File: src/rtl/ram_arb_pkg.sv
// Shared types and the grant-selection rule for the RAM16K two-port arbiter.
package ram_arb_pkg;

  typedef enum logic {
    OWN_A = 1'b0,
    OWN_B = 1'b1
  } owner_t;

  localparam int BURST_MAX_DEFAULT = 8;

  typedef struct packed {
    logic a;
    logic b;
  } grant_t;

  // The owner keeps the RAM while under quota; once the quota is used up a
  // waiting non-owner takes over. A lone requester always wins.
  function automatic grant_t pick_winner(
    input owner_t      owner,
    input int unsigned streak,
    input int unsigned burst_max,
    input logic        a_req,
    input logic        b_req
  );
    grant_t g;
    g = '0;
    if (a_req && b_req) begin
      if (streak < burst_max) begin
        g.a = (owner == OWN_A);
      end else begin
        g.a = (owner == OWN_B);
      end
      g.b = ~g.a;
    end else begin
      g.a = a_req;
      g.b = b_req;
    end
    return g;
  endfunction

endpackage

File: src/rtl/ram_arb_quota.sv
// Tracks which side currently owns the RAM and how many consecutive grants it has had.
module ram_arb_quota
  import ram_arb_pkg::*;
#(
  parameter int BURST_MAX = BURST_MAX_DEFAULT,
  parameter int SW        = $clog2(BURST_MAX + 1)
) (
  input  logic          clk,
  input  logic          reset,
  input  logic          gnt_a,
  input  logic          gnt_b,
  output owner_t        owner,
  output logic [SW-1:0] streak
);

  localparam logic [SW-1:0] STREAK_MAX = SW'(BURST_MAX);

  owner_t gnt_side;

  assign gnt_side = gnt_b ? OWN_B : OWN_A;

  // NOTE: sequential state uses non-blocking assignments so every flop samples pre-edge values.
  always_ff @(posedge clk) begin
    if (reset) begin
      owner  <= OWN_A;
      streak <= '0;
    end else if (gnt_a || gnt_b) begin
      if (gnt_side == owner) begin
        if (streak != STREAK_MAX) streak <= streak + 1'b1;
      end else begin
        owner  <= gnt_side;
        streak <= SW'(1);
      end
    end else begin
      streak <= '0;
    end
  end

endmodule

File: src/rtl/ram16k_arbiter.sv
// Shares one single-port RAM16K between port A (CPU) and port B (screen/DMA) with a burst quota.
module ram16k_arbiter
  import ram_arb_pkg::*;
#(
  parameter int ADDR_W    = 14,
  parameter int DATA_W    = 16,
  parameter int BURST_MAX = BURST_MAX_DEFAULT
) (
  input  logic              clk,
  input  logic              reset,
  input  logic              a_req,
  input  logic              a_we,
  input  logic [ADDR_W-1:0] a_addr,
  input  logic [DATA_W-1:0] a_wdata,
  output logic              a_gnt,
  output logic              a_rvalid,
  output logic [DATA_W-1:0] a_rdata,
  input  logic              b_req,
  input  logic              b_we,
  input  logic [ADDR_W-1:0] b_addr,
  input  logic [DATA_W-1:0] b_wdata,
  output logic              b_gnt,
  output logic              b_rvalid,
  output logic [DATA_W-1:0] b_rdata,
  output logic              ram_load,
  output logic [ADDR_W-1:0] ram_addr,
  output logic [DATA_W-1:0] ram_in,
  input  logic [DATA_W-1:0] ram_out
);

  localparam int SW = $clog2(BURST_MAX + 1);

  owner_t        owner;
  logic [SW-1:0] streak;
  grant_t        win;

  assign win   = pick_winner(owner, 32'(streak), BURST_MAX, a_req, b_req);
  // Reset wins over any request so nothing reaches the RAM in a reset cycle.
  assign a_gnt = win.a & ~reset;
  assign b_gnt = win.b & ~reset;

  ram_arb_quota #(
    .BURST_MAX (BURST_MAX),
    .SW        (SW)
  ) u_quota (
    .clk    (clk),
    .reset  (reset),
    .gnt_a  (a_gnt),
    .gnt_b  (b_gnt),
    .owner  (owner),
    .streak (streak)
  );

  // NOTE: every output is defaulted first so this mux can never infer a latch.
  always_comb begin
    ram_load = 1'b0;
    ram_addr = '0;
    ram_in   = '0;
    if (a_gnt) begin
      ram_load = a_we;
      ram_addr = a_addr;
      ram_in   = a_wdata;
    end else if (b_gnt) begin
      ram_load = b_we;
      ram_addr = b_addr;
      ram_in   = b_wdata;
    end
  end

  always_ff @(posedge clk) begin
    if (reset) begin
      a_rvalid <= 1'b0;
      b_rvalid <= 1'b0;
    end else begin
      a_rvalid <= a_gnt & ~a_we;
      b_rvalid <= b_gnt & ~b_we;
    end
  end

  // The RAM has a single read port, so both sides see its output; rvalid says whose it is.
  assign a_rdata = ram_out;
  assign b_rdata = ram_out;

endmodule

File: config.mk
export PLATFORM = sky130hd
export DESIGN_NAME = ram16k_arbiter
export DESIGN_NICKNAME = d
export VERILOG_FILES = /design/src/rtl/ram_arb_pkg.sv /design/src/rtl/ram_arb_quota.sv /design/src/rtl/ram16k_arbiter.sv
export SDC_FILE = /design/constraint.sdc
export NUM_CORES = 1
export LEC_CHECK = 0
export ABC_AREA = 1
export CORE_MARGIN = 4
export CORE_UTILIZATION = 26
export DETAILED_ROUTE_END_ITERATION = 10
export PLACE_DENSITY = 0.86
export SYNTH_ARGS = -nofsm -noshare
export SYNTH_HDL_FRONTEND = slang
export SYNTH_SLANG_ARGS = --single-unit
File: constraint.sdc
create_clock -name clk -period 3.2 [get_ports clk]
set_input_delay 0.64 -clock clk [delete_from_list [all_inputs] [get_ports clk]]
set_output_delay 0.64 -clock clk [all_outputs]
set_load 0.005 [all_outputs]
==> metrics.txt, run 1 <==
# TYPE chip_impl_metric gauge
chip_impl_metric{name="timing.final.ws_setup",unit="ns"} 0.201
chip_impl_metric{name="cts-htree-levels",unit=""} 1
chip_impl_metric{name="placementRows",unit=""} 22
chip_impl_info{name="postSynth.topFlopCell",value="sky130_fd_sc_hd__dfxtp_1"} 1
chip_impl_metric{name="post_route_cells_drive_above_1_share",unit=""} 0.0562
chip_impl_metric{name="clk_pin_slew_worst_paths",unit="ns"} 0.04
chip_impl_metric{name="max_cap_violations",unit=""} 0
chip_impl_info{name="critical_path.endpoint_type",value="output pin"} 1
chip_impl_metric{name="fin_crit",unit="ns"} 3.00
chip_impl_metric{name="initial_antenna_violation_count",unit=""} 0
chip_impl_metric{name="route.vias.total",unit=""} 1227
chip_impl_metric{name="numCtsBuffers",unit=""} 3
chip_impl_metric{name="global_route_wire_length_before_repair",unit="microns"} 5090
chip_impl_metric{name="max_slew.worst_pin.slew",unit="ns"} 0.329
chip_impl_metric{name="clockPowerShare",unit=""} 0.300
chip_impl_metric{name="drt_wl_total",unit="microns"} 3120
chip_impl_info{name="cts_root_buffer",value="sky130_fd_sc_hd__clkbuf_8"} 1
chip_impl_info{name="critical_path.reg2reg.endpoint",value="u_quota.owner"} 1
chip_impl_metric{name="detail_route.vias_per_cell",unit=""} 4.13
chip_impl_metric{name="worst_hold_depth",unit=""} 2
chip_impl_metric{name="hold_viol_final",unit=""} 0
chip_impl_metric{name="netSwitchingPower",unit="uW"} 106
chip_impl_metric{name="grt_pass1_vias",unit=""} 1225
chip_impl_metric{name="final_total_negative_setup_slack",unit="ns"} 0
chip_impl_info{name="cts_tree",value="built"} 1
chip_impl_metric{name="place_worst_setup_slack",unit="ns"} 0.183
chip_impl_info{name="grt_setup_unrepaired",value="false"} 1
chip_impl_metric{name="finalSetupViolations",unit=""} 0
chip_impl_metric{name="synth-seq-area-share",unit=""} 0.135
chip_impl_metric{name="die-area",unit="sq um"} 5060
chip_impl_metric{name="core",unit="sq um"} 3740
chip_impl_metric{name="static-leakage-power",unit="nW"} 0.849
chip_impl_metric{name="drt_pass1_iterations",unit=""} 3
chip_impl_metric{name="cts_hold_buffers_added",unit=""} 0
chip_impl_metric{name="crit_arrival",unit="ns"} 2.36
chip_impl_metric{name="wire_per_inst",unit="microns"} 10.5
chip_impl_metric{name="final_antenna_net_count",unit=""} 0
chip_impl_metric{name="synth.top_cell.area_share",unit=""} 0.355
chip_impl_metric{name="fin_area",unit="sq um"} 1830
chip_impl_metric{name="dr.first_iter.drc_count",unit=""} 27
chip_impl_metric{name="muxShareOfSynthArea",unit=""} 0
chip_impl_metric{name="peak_freq",unit="MHz"} 333
chip_impl_metric{name="synth-seq-cells",unit=""} 7
chip_impl_metric{name="power.share.combinational",unit=""} 0.472
chip_impl_metric{name="postSynthNetCount",unit=""} 267
chip_impl_metric{name="clkSinkCount",unit=""} 7
chip_impl_info{name="worst_hold_startpoint",value="u_quota.owner"} 1
chip_impl_info{name="yosysTopAreaCell",value="sky130_fd_sc_hd__nand2_1"} 1
chip_impl_metric{name="drt_drc_violations_left",unit=""} 0
chip_impl_metric{name="yosys.area_share.xor_xnor",unit=""} 0.0169
chip_impl_metric{name="antennaDiodeCount",unit=""} 0
chip_impl_metric{name="gp_congestion",unit=""} 0.756
chip_impl_metric{name="final_min_period_over_clock_period",unit=""} 0.937
chip_impl_metric{name="portBuffers",unit=""} 100
chip_impl_metric{name="ctsResizeCount",unit=""} 0
chip_impl_metric{name="die_h",unit="microns"} 71.1
chip_impl_metric{name="async_flop_share",unit=""} 0
chip_impl_metric{name="syn-cell-area",unit="sq um"} 1040
chip_impl_metric{name="area_growth_from_synthesis_to_layout",unit="%"} 76.9
chip_impl_metric{name="grt_max_degree",unit=""} 34
chip_impl_info{name="criticalPathCategory",value="in2out"} 1
chip_impl_info{name="worst_r2r_startpoint",value="u_quota.streak[3]"} 1
chip_impl_metric{name="skew_final",unit="ns"} 0.00113
chip_impl_metric{name="worstSkewPairLatency",unit="ns"} 0.23
chip_impl_metric{name="synthesis.instances",unit=""} 183
chip_impl_metric{name="hold_slack",unit="ns"} 0.576
chip_impl_metric{name="p_sw_frac",unit=""} 0.254
chip_impl_metric{name="vdd_drop_max",unit="uV"} 216
chip_impl_metric{name="starting_density",unit=""} 0.277
chip_impl_metric{name="internal_power",unit="uW"} 311
chip_impl_metric{name="critPathMaxFanout",unit=""} 33
chip_impl_metric{name="post-route-util",unit=""} 0.490
chip_impl_info{name="worst_hold_endpoint",value="u_quota.owner"} 1
chip_impl_metric{name="number_of_distinct_standard_cells_referenced_by_the_synthesized_netlist",unit=""} 17
chip_impl_metric{name="pwr_density_cell",unit="nW/um^2"} 227
chip_impl_metric{name="synth_area_per_cell",unit="sq um"} 5.66
chip_impl_info{name="cells_taking_the_most_area_after_synthesis",value="sky130_fd_sc_hd__nand2_1, sky130_fd_sc_hd__buf_4, sky130_fd_sc_hd__dfxtp_1"} 1
chip_impl_metric{name="cts_buffer_depth",unit=""} 2
chip_impl_metric{name="grt_use_total",unit=""} 0.122
chip_impl_metric{name="ioPinCount",unit=""} 149
chip_impl_metric{name="synth_area_in_simple_gates",unit=""} 0.466
chip_impl_metric{name="synth_compound_gate_area_share",unit=""} 0.0145
chip_impl_metric{name="cp.required",unit="ns"} 2.56
chip_impl_metric{name="post_dp_cell_area",unit="sq um"} 1790
chip_impl_metric{name="grt-ovfl-total",unit=""} 0
chip_impl_metric{name="r2r.worst_path.cells",unit=""} 6
chip_impl_metric{name="share_of_power_burned_in_registers",unit=""} 0.228
chip_impl_metric{name="regToRegSetupSlack",unit="ns"} 1.98
chip_impl_info{name="synth.cells.most_frequent",value="sky130_fd_sc_hd__nand2_1, sky130_fd_sc_hd__buf_4, sky130_fd_sc_hd__inv_1, sky130_fd_sc_hd__nor2_1"} 1
chip_impl_metric{name="die_width",unit="microns"} 71.1
chip_impl_metric{name="yosys.area_share.adder",unit=""} 0.0242
chip_impl_info{name="critical_path.startpoint_type",value="primary input"} 1
chip_impl_info{name="post-synth-top-count-cell",value="sky130_fd_sc_hd__nand2_1"} 1
chip_impl_metric{name="dp.final_hpwl",unit="microns"} 2580
chip_impl_metric{name="report.final.slew_viol_count",unit=""} 0
chip_impl_info{name="outcome",value="complete, no violations"} 1
chip_impl_metric{name="fill_cell_instance_count_of_the_final_layout",unit=""} 381
chip_impl_metric{name="ys_warn_count",unit=""} 0
chip_impl_info{name="main_combinational_cell_family_by_area_after_synthesis",value="simple AND/OR/NAND/NOR gates"} 1
chip_impl_metric{name="synth_enable_flop_cells",unit=""} 0
chip_impl_metric{name="worst_slew_margin_rel",unit=""} 0.781
chip_impl_metric{name="postCtsSetupRepairBufs",unit=""} 0
chip_impl_metric{name="finish.net_count",unit=""} 334
chip_impl_info{name="worstHoldPathType",value="reg2reg"} 1
## cells in the final DEF (no fill, tap or decap)
master,synthesis,routed
sky130_fd_sc_hd__a21oi_1,2,2
sky130_fd_sc_hd__clkbuf_1,0,1
sky130_fd_sc_hd__clkbuf_8,0,3
sky130_fd_sc_hd__clkdlybuf4s50_1,0,100
sky130_fd_sc_hd__dfxtp_1,7,7
sky130_fd_sc_hd__ha_1,2,2
sky130_fd_sc_hd__inv_1,8,8
sky130_fd_sc_hd__inv_2,1,1
sky130_fd_sc_hd__inv_4,2,2
sky130_fd_sc_hd__nand2_1,98,98
sky130_fd_sc_hd__nand2_2,7,7
sky130_fd_sc_hd__nand3_1,5,5
sky130_fd_sc_hd__nand3_2,1,1
sky130_fd_sc_hd__nand4_1,1,1
sky130_fd_sc_hd__nor2_1,8,8
sky130_fd_sc_hd__o21ai_0,1,1
sky130_fd_sc_hd__xor2_1,2,2
## registers in the layout, summed over array words and instances (netlist names)
register and count:
b_rvalid 1, a_rvalid 1, u_quota.owner 1, u_quota.streak 4
## metrics by stage
step / power, mW / cells
after floorplan: 0.191 / 183
after global placement: 0.293 / 293
after detailed placement: 0.295 / 293
after CTS: 0.421 / 297
after global routing: 0.446 / 297
final: 0.416 / 297
## final cells by class
cell class | instances | area [sq um] | area share
inverter | 11 | 46.3 | 0.0253
timing repair buffer | 100 | 1000 | 0.546
clock buffer | 4 | 45.0 | 0.0246
multi-input combinational | 127 | 541 | 0.295
sequential | 7 | 140 | 0.0765
tap | 48 | 60.1 | 0.0328
## kinds of logic after synthesis
logic type               Yosys count
AO/OA/AOI/OAI                      3
XOR/XNOR                           2
adder cells (fa/ha/maj)            2
buffers and inverters             49
flip-flops                         7
AND/OR/NAND/NOR                  120
## power by group through the flow
stage          Clock, mW  Combinational [mW]  Sequential [mW]
6_report           0.125               0.197           0.0948
5_1_grt            0.135               0.215           0.0952
4_1_cts            0.127               0.200           0.0947
3_5_place_dp           0               0.199           0.0962
3_3_place_gp           0               0.197           0.0959
2_1_floorplan          0              0.0954           0.0956
## critical path, stage by stage
cell	delay (ns)
sky130_fd_sc_hd__clkdlybuf4s50_1	0.48
sky130_fd_sc_hd__inv_1	0.05
sky130_fd_sc_hd__nor2_1	0.14
sky130_fd_sc_hd__nand2_2	0.11
sky130_fd_sc_hd__inv_4	0.25
sky130_fd_sc_hd__nand2_1	0.09
sky130_fd_sc_hd__nand2_1	0.09
sky130_fd_sc_hd__clkdlybuf4s50_1	0.49
## how the worst max path moves through the flow
stage	depth (start not counted)	endpoint	slack (ns)	from
after floorplan	7	ram_addr[10]	1.33	b_req
after global placement	8	ram_load	0.21	b_req
after detailed placement	8	ram_addr[8]	0.18	b_req
after CTS	8	ram_addr[8]	0.18	b_req
after global routing	8	ram_addr[12]	0.03	b_req
final	8	ram_in[12]	0.20	b_req
## metal layers
metal	up-vias	track usage	part of all wire
met2	66	0.235	0.51
li1	646	-	-
met5	-	0	0
met1	509	0.112	0.34
met3	6	0.0483	0.13
met4	0	0.0522	0.015
No activity file was read; power rests on OpenSTA's default activity.
==> inputs of run 2 (changes only) <==
--- a/config.mk
+++ b/config.mk
@@ -5,11 +5,11 @@
 export SDC_FILE = /design/constraint.sdc
 export NUM_CORES = 1
 export LEC_CHECK = 0
-export ABC_AREA = 1
-export CORE_MARGIN = 4
+export CORE_MARGIN = 2
 export CORE_UTILIZATION = 26
 export DETAILED_ROUTE_END_ITERATION = 10
-export PLACE_DENSITY = 0.86
+export PLACE_DENSITY = 0.87
+export SETUP_SLACK_MARGIN = 0.1
 export SYNTH_ARGS = -nofsm -noshare
 export SYNTH_HDL_FRONTEND = slang
 export SYNTH_SLANG_ARGS = --single-unit
==> metrics.txt, run 2 <==
# TYPE chip_impl_metric gauge
chip_impl_metric{name="post-place-cells",unit=""} 225
chip_impl_metric{name="cts_buffer_depth",unit=""} 2
chip_impl_metric{name="drt_drc_violations_left",unit=""} 0
chip_impl_metric{name="vdd_drop_max",unit="uV"} 188
chip_impl_metric{name="critPathMaxFanout",unit=""} 16
chip_impl_metric{name="number_of_distinct_standard_cells_referenced_by_the_synthesized_netlist",unit=""} 28
chip_impl_info{name="most-common-layout-cells",value="sky130_fd_sc_hd__clkdlybuf4s50_1, sky130_fd_sc_hd__a22o_1, sky130_fd_sc_hd__dfxtp_1"} 1
chip_impl_metric{name="syn-cell-area",unit="sq um"} 1020
chip_impl_metric{name="global_route_wire_length_before_repair",unit="microns"} 5090
chip_impl_metric{name="max_cap_violations",unit=""} 0
chip_impl_info{name="postSynth.topFlopCell",value="sky130_fd_sc_hd__dfxtp_1"} 1
chip_impl_info{name="regMostFlops",value="u_quota.streak"} 1
chip_impl_metric{name="synth_area_per_cell",unit="sq um"} 8.94
chip_impl_metric{name="starting_density",unit=""} 0.274
chip_impl_metric{name="dr.first_iter.drc_count",unit=""} 26
chip_impl_metric{name="grt-ovfl-total",unit=""} 0
chip_impl_metric{name="clkSinkCount",unit=""} 7
chip_impl_info{name="critical_path.endpoint_type",value="output pin"} 1
chip_impl_info{name="cts_root_buffer",value="sky130_fd_sc_hd__clkbuf_8"} 1
chip_impl_metric{name="final_antenna_net_count",unit=""} 0
chip_impl_info{name="path_delay_family",value="buffers and inverters"} 1
chip_impl_metric{name="pwr_density_cell",unit="nW/um^2"} 233
chip_impl_metric{name="worst_slew_margin_rel",unit=""} 0.722
chip_impl_info{name="cells_taking_the_most_area_after_synthesis",value="sky130_fd_sc_hd__a22o_1, sky130_fd_sc_hd__buf_4, sky130_fd_sc_hd__dfxtp_1"} 1
chip_impl_metric{name="async_flop_share",unit=""} 0
chip_impl_metric{name="finalSetupViolations",unit=""} 0
chip_impl_info{name="post-synth-top-count-cell",value="sky130_fd_sc_hd__buf_4"} 1
chip_impl_metric{name="report.final.slew_viol_count",unit=""} 0
chip_impl_info{name="timing.critical_path.mode_cell",value="sky130_fd_sc_hd__clkdlybuf4s50_1"} 1
chip_impl_metric{name="drt_pass1_iterations",unit=""} 4
chip_impl_metric{name="worstPathBufferInverterCount",unit=""} 4
chip_impl_metric{name="postSynthNetCount",unit=""} 198
chip_impl_metric{name="cts-htree-levels",unit=""} 1
chip_impl_metric{name="placementRows",unit=""} 22
chip_impl_info{name="crit_chain",value="clkdlybuf4s50_1 -> buf_4 -> a211oi_4 -> bufbuf_16 -> a22o_1 -> clkdlybuf4s50_1"} 1
chip_impl_metric{name="grt_max_degree",unit=""} 17
chip_impl_metric{name="wire_per_inst",unit="microns"} 15.7
chip_impl_info{name="worstHoldPathType",value="reg2reg"} 1
chip_impl_metric{name="clk_pin_slew_worst_paths",unit="ns"} 0.04
chip_impl_metric{name="synth_enable_flop_cells",unit=""} 0
chip_impl_metric{name="ys_warn_count",unit=""} 0
chip_impl_info{name="cts_tree",value="built"} 1
chip_impl_metric{name="grt_pass1_vias",unit=""} 998
chip_impl_metric{name="portBuffers",unit=""} 100
chip_impl_metric{name="static-leakage-power",unit="nW"} 0.760
chip_impl_metric{name="area_growth_from_synthesis_to_layout",unit="%"} 86.3
chip_impl_metric{name="numCtsBuffers",unit=""} 3
chip_impl_info{name="criticalPathCategory",value="in2out"} 1
chip_impl_metric{name="worstSkewPairLatency",unit="ns"} 0.23
chip_impl_metric{name="route.vias.total",unit=""} 1083
chip_impl_metric{name="core",unit="sq um"} 3720
chip_impl_metric{name="dp.final_hpwl",unit="microns"} 2710
chip_impl_metric{name="grt_use_total",unit=""} 0.150
chip_impl_info{name="critical_path.startpoint_type",value="primary input"} 1
chip_impl_metric{name="max_slew.worst_pin.slew",unit="ns"} 0.416
chip_impl_metric{name="cp.required",unit="ns"} 2.56
chip_impl_metric{name="peak_freq",unit="MHz"} 332
chip_impl_metric{name="drt_wl_total",unit="microns"} 3640
chip_impl_info{name="outcome",value="complete, no violations"} 1
chip_impl_metric{name="final_min_period_over_clock_period",unit=""} 0.941
chip_impl_metric{name="fin_crit",unit="ns"} 3.01
chip_impl_metric{name="post_route_cells_drive_above_1_share",unit=""} 0.0761
chip_impl_metric{name="die_h",unit="microns"} 66.6
chip_impl_metric{name="critical_path.max_stage_delay",unit="ns"} 0.50
chip_impl_metric{name="initial_antenna_violation_count",unit=""} 0
chip_impl_metric{name="largest_reg_flops",unit=""} 4
chip_impl_info{name="cp_slowest_cell",value="sky130_fd_sc_hd__clkdlybuf4s50_1"} 1
chip_impl_metric{name="synth-seq-area-share",unit=""} 0.137
chip_impl_metric{name="ioPinCount",unit=""} 149
chip_impl_metric{name="finalNonFillerCells",unit=""} 232
chip_impl_info{name="synth.cells.most_frequent",value="sky130_fd_sc_hd__buf_4, sky130_fd_sc_hd__a22o_1, sky130_fd_sc_hd__buf_6, sky130_fd_sc_hd__dfxtp_1, sky130_fd_sc_hd__inv_1"} 1
chip_impl_metric{name="skew_final",unit="ns"} 0.000185
chip_impl_metric{name="die-area",unit="sq um"} 4440
chip_impl_metric{name="antennaDiodeCount",unit=""} 0
chip_impl_metric{name="synthesis.instances",unit=""} 114
chip_impl_metric{name="finish.net_count",unit=""} 269
chip_impl_info{name="yosysTopAreaCell",value="sky130_fd_sc_hd__a22o_1"} 1
chip_impl_metric{name="hold_viol_final",unit=""} 0
chip_impl_metric{name="crit_arrival",unit="ns"} 2.37
chip_impl_metric{name="die_width",unit="microns"} 66.6
chip_impl_info{name="grt_setup_unrepaired",value="true"} 1
chip_impl_metric{name="final_total_negative_setup_slack",unit="ns"} 0
chip_impl_info{name="layout.cells.most_common",value="sky130_fd_sc_hd__clkdlybuf4s50_1"} 1
chip_impl_metric{name="detail_route.vias_per_cell",unit=""} 4.67
chip_impl_metric{name="fill_cell_instance_count_of_the_final_layout",unit=""} 363
chip_impl_metric{name="synth-seq-cells",unit=""} 7
chip_impl_metric{name="synth.top_cell.area_share",unit=""} 0.258
chip_impl_metric{name="gp_congestion",unit=""} 0.738
==> run 2: changes by cell type in the layout (fill, tap and decap cells not counted), moves of 2 or more <==
cell / previous run / this run
sky130_fd_sc_hd__nor2_1: 8 / 2
sky130_fd_sc_hd__o211a_4: 0 / 2
sky130_fd_sc_hd__mux2i_1: 0 / 2
sky130_fd_sc_hd__nand2_1: 98 / 2
sky130_fd_sc_hd__clkdlybuf4s50_1: 100 / 98
sky130_fd_sc_hd__nand3_1: 5 / 1
sky130_fd_sc_hd__and2b_1: 0 / 3
sky130_fd_sc_hd__o21ai_0: 1 / 3
sky130_fd_sc_hd__buf_4: 0 / 3
sky130_fd_sc_hd__inv_1: 8 / 3
sky130_fd_sc_hd__nand2_2: 7 / 0
sky130_fd_sc_hd__nand3b_1: 0 / 2
sky130_fd_sc_hd__a22o_1: 0 / 30
==> run 2: cell families after synthesis <==
group	synth area share
adder cells (fa/ha/maj)	0.0245
AND/OR/NAND/NOR	0.0749
flip-flops	0.137
XOR/XNOR	0.0356
AO/OA/AOI/OAI	0.366
buffers and inverters	0.331
multiplexers	0.0307
==> run 2: final timing paths <==
path / from / slack (ns) / endpoint / cells after the start
max: reset / 0.19 / ram_in[4] / 6
min: u_quota.streak[2] / 0.49 / u_quota.streak[2] / 2
max reg2reg: u_quota.streak[3] / 1.67 / a_rvalid / 4
min reg2reg: u_quota.streak[2] / 0.49 / u_quota.streak[2] / 2
==> run 2: worst min-delay path, delay by kind of cell (launching register included) <==
kind | cells | cell delay (ns)
AO/OA/AOI/OAI | 1 | 0.05
flip-flops | 1 | 0.32
AND/OR/NAND/NOR | 1 | 0.07
==> run 2: per-stage QoR <==
stage               utilization  setup slack (ns)  power (mW)  hold slack (ns)  instance area, sq um
floorplan                     -              1.09       0.200            0.464                  1020
global placement          0.482            0.0601       0.308            0.481                  1790
detailed placement        0.482            0.0322       0.311            0.486                  1790
CTS                       0.510             0.149       0.450            0.493                  1890
global route              0.511            0.0937       0.472            0.523                  1900
finish                    0.511             0.188       0.443            0.490                  1900
==> run 2: where the power goes <==
part | switching (mW) | internal [mW]
clock | 0.0377 | 0.0861
sequential | 0.00515 | 0.0922
combinational | 0.0644 | 0.157
total | 0.107 | 0.336
==> run 2: routing by layer <==
metal	part of all wire	global-route usage	vias to the layer above	wire length, microns
li1	-	-	526	-
met2	0.50	0.288	65	1840
met3	0.14	0.0659	5	492
met4	0.0099	0.0255	0	36
met5	0	0	-	0
met1	0.35	0.151	487	1280
==> run 2: layout make-up <==
type / instances / area, sq um / share of cell area
repair buffers: 105 / 1080 / 0.567
multi-input cells: 64 / 559 / 0.294
flip-flops and latches: 7 / 140 / 0.0738
well taps: 48 / 60.1 / 0.0316
clock buffers: 4 / 45.0 / 0.0237
inverters: 4 / 17.5 / 0.00922
==> run 2: repair_timing <==
item                       in CTS  in global routing
setup buffers                   1                  0
hold buffers                    0                  0
gates cloned                    2                  0
setup endpoints to repair      30                  7
gates resized for setup         3                  2
pin swaps                       2                  0
==> inputs of run 3 (changes only) <==
--- a/config.mk
+++ b/config.mk
@@ -8,6 +8,7 @@
 export CORE_MARGIN = 2
 export CORE_UTILIZATION = 26
 export DETAILED_ROUTE_END_ITERATION = 10
+export MAX_ROUTING_LAYER = met4
 export PLACE_DENSITY = 0.87
 export SETUP_SLACK_MARGIN = 0.1
 export SYNTH_ARGS = -nofsm -noshare
==> metrics.txt, run 3 (synthesized netlist as in run 2, its figures left out) <==
# TYPE chip_impl_metric gauge
chip_impl_metric{name="route.vias.total",unit=""} 1079
chip_impl_metric{name="cp.required",unit="ns"} 2.56
chip_impl_info{name="critical_path.endpoint_type",value="output pin"} 1
chip_impl_metric{name="finish.net_count",unit=""} 269
chip_impl_info{name="critical_path.startpoint_type",value="primary input"} 1
chip_impl_metric{name="starting_density",unit=""} 0.274
chip_impl_metric{name="wire_per_inst",unit="microns"} 15.9
chip_impl_metric{name="worst_slew_margin_rel",unit=""} 0.720
chip_impl_metric{name="drt_pass1_iterations",unit=""} 4
chip_impl_metric{name="grt_use_total",unit=""} 0.154
chip_impl_metric{name="drt_drc_violations_left",unit=""} 0
chip_impl_metric{name="skew_final",unit="ns"} 0.000197
chip_impl_metric{name="hold_viol_final",unit=""} 0
chip_impl_info{name="cp_slowest_cell",value="sky130_fd_sc_hd__clkdlybuf4s50_1"} 1
chip_impl_metric{name="portBuffers",unit=""} 100
chip_impl_metric{name="pwr_density_cell",unit="nW/um^2"} 234
chip_impl_metric{name="place_worst_setup_slack",unit="ns"} 0.0322
chip_impl_metric{name="detail_route.vias_per_cell",unit=""} 4.65
chip_impl_metric{name="initial_antenna_violation_count",unit=""} 0
chip_impl_metric{name="crit_arrival",unit="ns"} 2.38
chip_impl_metric{name="die_width",unit="microns"} 66.6
chip_impl_metric{name="max_slew.worst_pin.slew",unit="ns"} 0.420
chip_impl_info{name="regMostFlops",value="u_quota.streak"} 1
chip_impl_metric{name="final_min_period_over_clock_period",unit=""} 0.944
chip_impl_info{name="path_delay_family",value="buffers and inverters"} 1
chip_impl_metric{name="global_route_wire_length_before_repair",unit="microns"} 5080
chip_impl_metric{name="vdd_drop_max",unit="uV"} 188
chip_impl_info{name="crit_chain",value="clkdlybuf4s50_1 -> buf_4 -> a211oi_4 -> bufbuf_16 -> a22o_1 -> clkdlybuf4s50_1"} 1
chip_impl_info{name="outcome",value="complete, no violations"} 1
chip_impl_metric{name="clkSinkCount",unit=""} 7
chip_impl_metric{name="finalSetupViolations",unit=""} 0
chip_impl_metric{name="drt_wl_total",unit="microns"} 3700
chip_impl_metric{name="final_total_negative_setup_slack",unit="ns"} 0
chip_impl_info{name="criticalPathCategory",value="in2out"} 1
chip_impl_metric{name="cts-htree-levels",unit=""} 1
chip_impl_metric{name="worstSkewPairLatency",unit="ns"} 0.23
chip_impl_metric{name="dr.first_iter.drc_count",unit=""} 20
chip_impl_info{name="timing.critical_path.mode_cell",value="sky130_fd_sc_hd__clkdlybuf4s50_1"} 1
chip_impl_metric{name="antennaDiodeCount",unit=""} 0
chip_impl_info{name="worstHoldPathType",value="reg2reg"} 1
chip_impl_metric{name="finalNonFillerCells",unit=""} 232
chip_impl_metric{name="clk_pin_slew_worst_paths",unit="ns"} 0.04
chip_impl_info{name="cts_root_buffer",value="sky130_fd_sc_hd__clkbuf_8"} 1
chip_impl_metric{name="area_growth_from_synthesis_to_layout",unit="%"} 86.3
chip_impl_metric{name="largest_reg_flops",unit=""} 4
chip_impl_metric{name="critPathMaxFanout",unit=""} 16
chip_impl_metric{name="grt-ovfl-total",unit=""} 0
chip_impl_metric{name="gp_congestion",unit=""} 0.747
chip_impl_metric{name="max_cap_violations",unit=""} 0
chip_impl_info{name="grt_setup_unrepaired",value="true"} 1
chip_impl_metric{name="post_route_cells_drive_above_1_share",unit=""} 0.0761
chip_impl_metric{name="grt_max_degree",unit=""} 17
chip_impl_metric{name="static-leakage-power",unit="nW"} 0.760
chip_impl_metric{name="placementRows",unit=""} 22
chip_impl_info{name="most-common-layout-cells",value="sky130_fd_sc_hd__clkdlybuf4s50_1, sky130_fd_sc_hd__a22o_1, sky130_fd_sc_hd__dfxtp_1"} 1
chip_impl_metric{name="die-area",unit="sq um"} 4440
chip_impl_metric{name="fin_crit",unit="ns"} 3.02
chip_impl_metric{name="peak_freq",unit="MHz"} 331
chip_impl_info{name="layout.cells.most_common",value="sky130_fd_sc_hd__clkdlybuf4s50_1"} 1
chip_impl_metric{name="critical_path.max_stage_delay",unit="ns"} 0.50
chip_impl_metric{name="grt_pass1_vias",unit=""} 1000
chip_impl_info{name="cts_tree",value="built"} 1
chip_impl_metric{name="final_antenna_net_count",unit=""} 0
chip_impl_metric{name="cts_buffer_depth",unit=""} 2
chip_impl_metric{name="post_dp_cell_area",unit="sq um"} 1790
chip_impl_metric{name="fin_area",unit="sq um"} 1900
chip_impl_metric{name="ioPinCount",unit=""} 149
chip_impl_metric{name="core",unit="sq um"} 3720
chip_impl_metric{name="post-place-cells",unit=""} 225
chip_impl_metric{name="worstPathBufferInverterCount",unit=""} 4
chip_impl_metric{name="timing.final.ws_setup",unit="ns"} 0.179
chip_impl_metric{name="report.final.slew_viol_count",unit=""} 0
chip_impl_metric{name="dp.final_hpwl",unit="microns"} 2710
chip_impl_metric{name="numCtsBuffers",unit=""} 3
chip_impl_metric{name="die_h",unit="microns"} 66.6
[run 3: metrics by stage]
| step | utilization | total power, mW | hold slack (ns) |
|---|---|---|---|
| 2_1_floorplan | - | 0.200 | 0.464 |
| 3_3_place_gp | 0.482 | 0.308 | 0.481 |
| 3_5_place_dp | 0.482 | 0.311 | 0.486 |
| 4_1_cts | 0.510 | 0.450 | 0.493 |
| 5_1_grt | 0.511 | 0.472 | 0.523 |
| 6_report | 0.511 | 0.444 | 0.494 |
[run 3: what timing repair did]
item | CTS | global route
buffers inserted | 1 | 0
gates cloned | 2 | 0
endpoints found under the setup margin | 30 | 7
resized for setup | 3 | 2
hold buffers | 0 | 0
pin swaps | 2 | 0
[run 3: worst paths after layout]
check,slack (ns),startpoint,to,cells after the start
setup / recovery,0.18,reset,ram_in[4],6
hold / removal,0.49,u_quota.streak[2],u_quota.streak[2],2
hold reg to reg,0.49,u_quota.streak[2],u_quota.streak[2],2
setup reg to reg,1.67,u_quota.streak[3],a_rvalid,4
[run 3: worst register-to-register path, delay by kind of cell (launching register included)]
family | cells | cell delay, ns
AND/OR/NAND/NOR | 1 | 0.15
XOR/XNOR | 1 | 0.31
buffers and inverters | 1 | 0.31
AO/OA/AOI/OAI | 1 | 0.10
flip-flops | 1 | 0.57
[run 3: final cells by class]
| type | count | area (sq um) |
|---|---|---|
| flip-flops and latches | 7 | 140 |
| inverters | 4 | 17.5 |
| well taps | 48 | 60.1 |
| multi-input cells | 64 | 559 |
| fillers | 363 | 1820 |
| repair buffers | 105 | 1080 |
| clock buffers | 4 | 45.0 |
[run 3: report_power, final]
group | switching (mW) | leakage [nW] | internal (mW)
sequential | 0.00525 | 0.0573 | 0.0922
combinational | 0.0648 | 0.680 | 0.157
clock | 0.0380 | 0.0228 | 0.0861
[run 3: per-layer routing]
metal	up-vias	global-route usage	part of all wire
li1	529	-	-
met1	483	0.152	0.36
met2	62	0.286	0.50
met3	5	0.0659	0.13
met4	0	0.0255	0.0097
met5	-	-	0
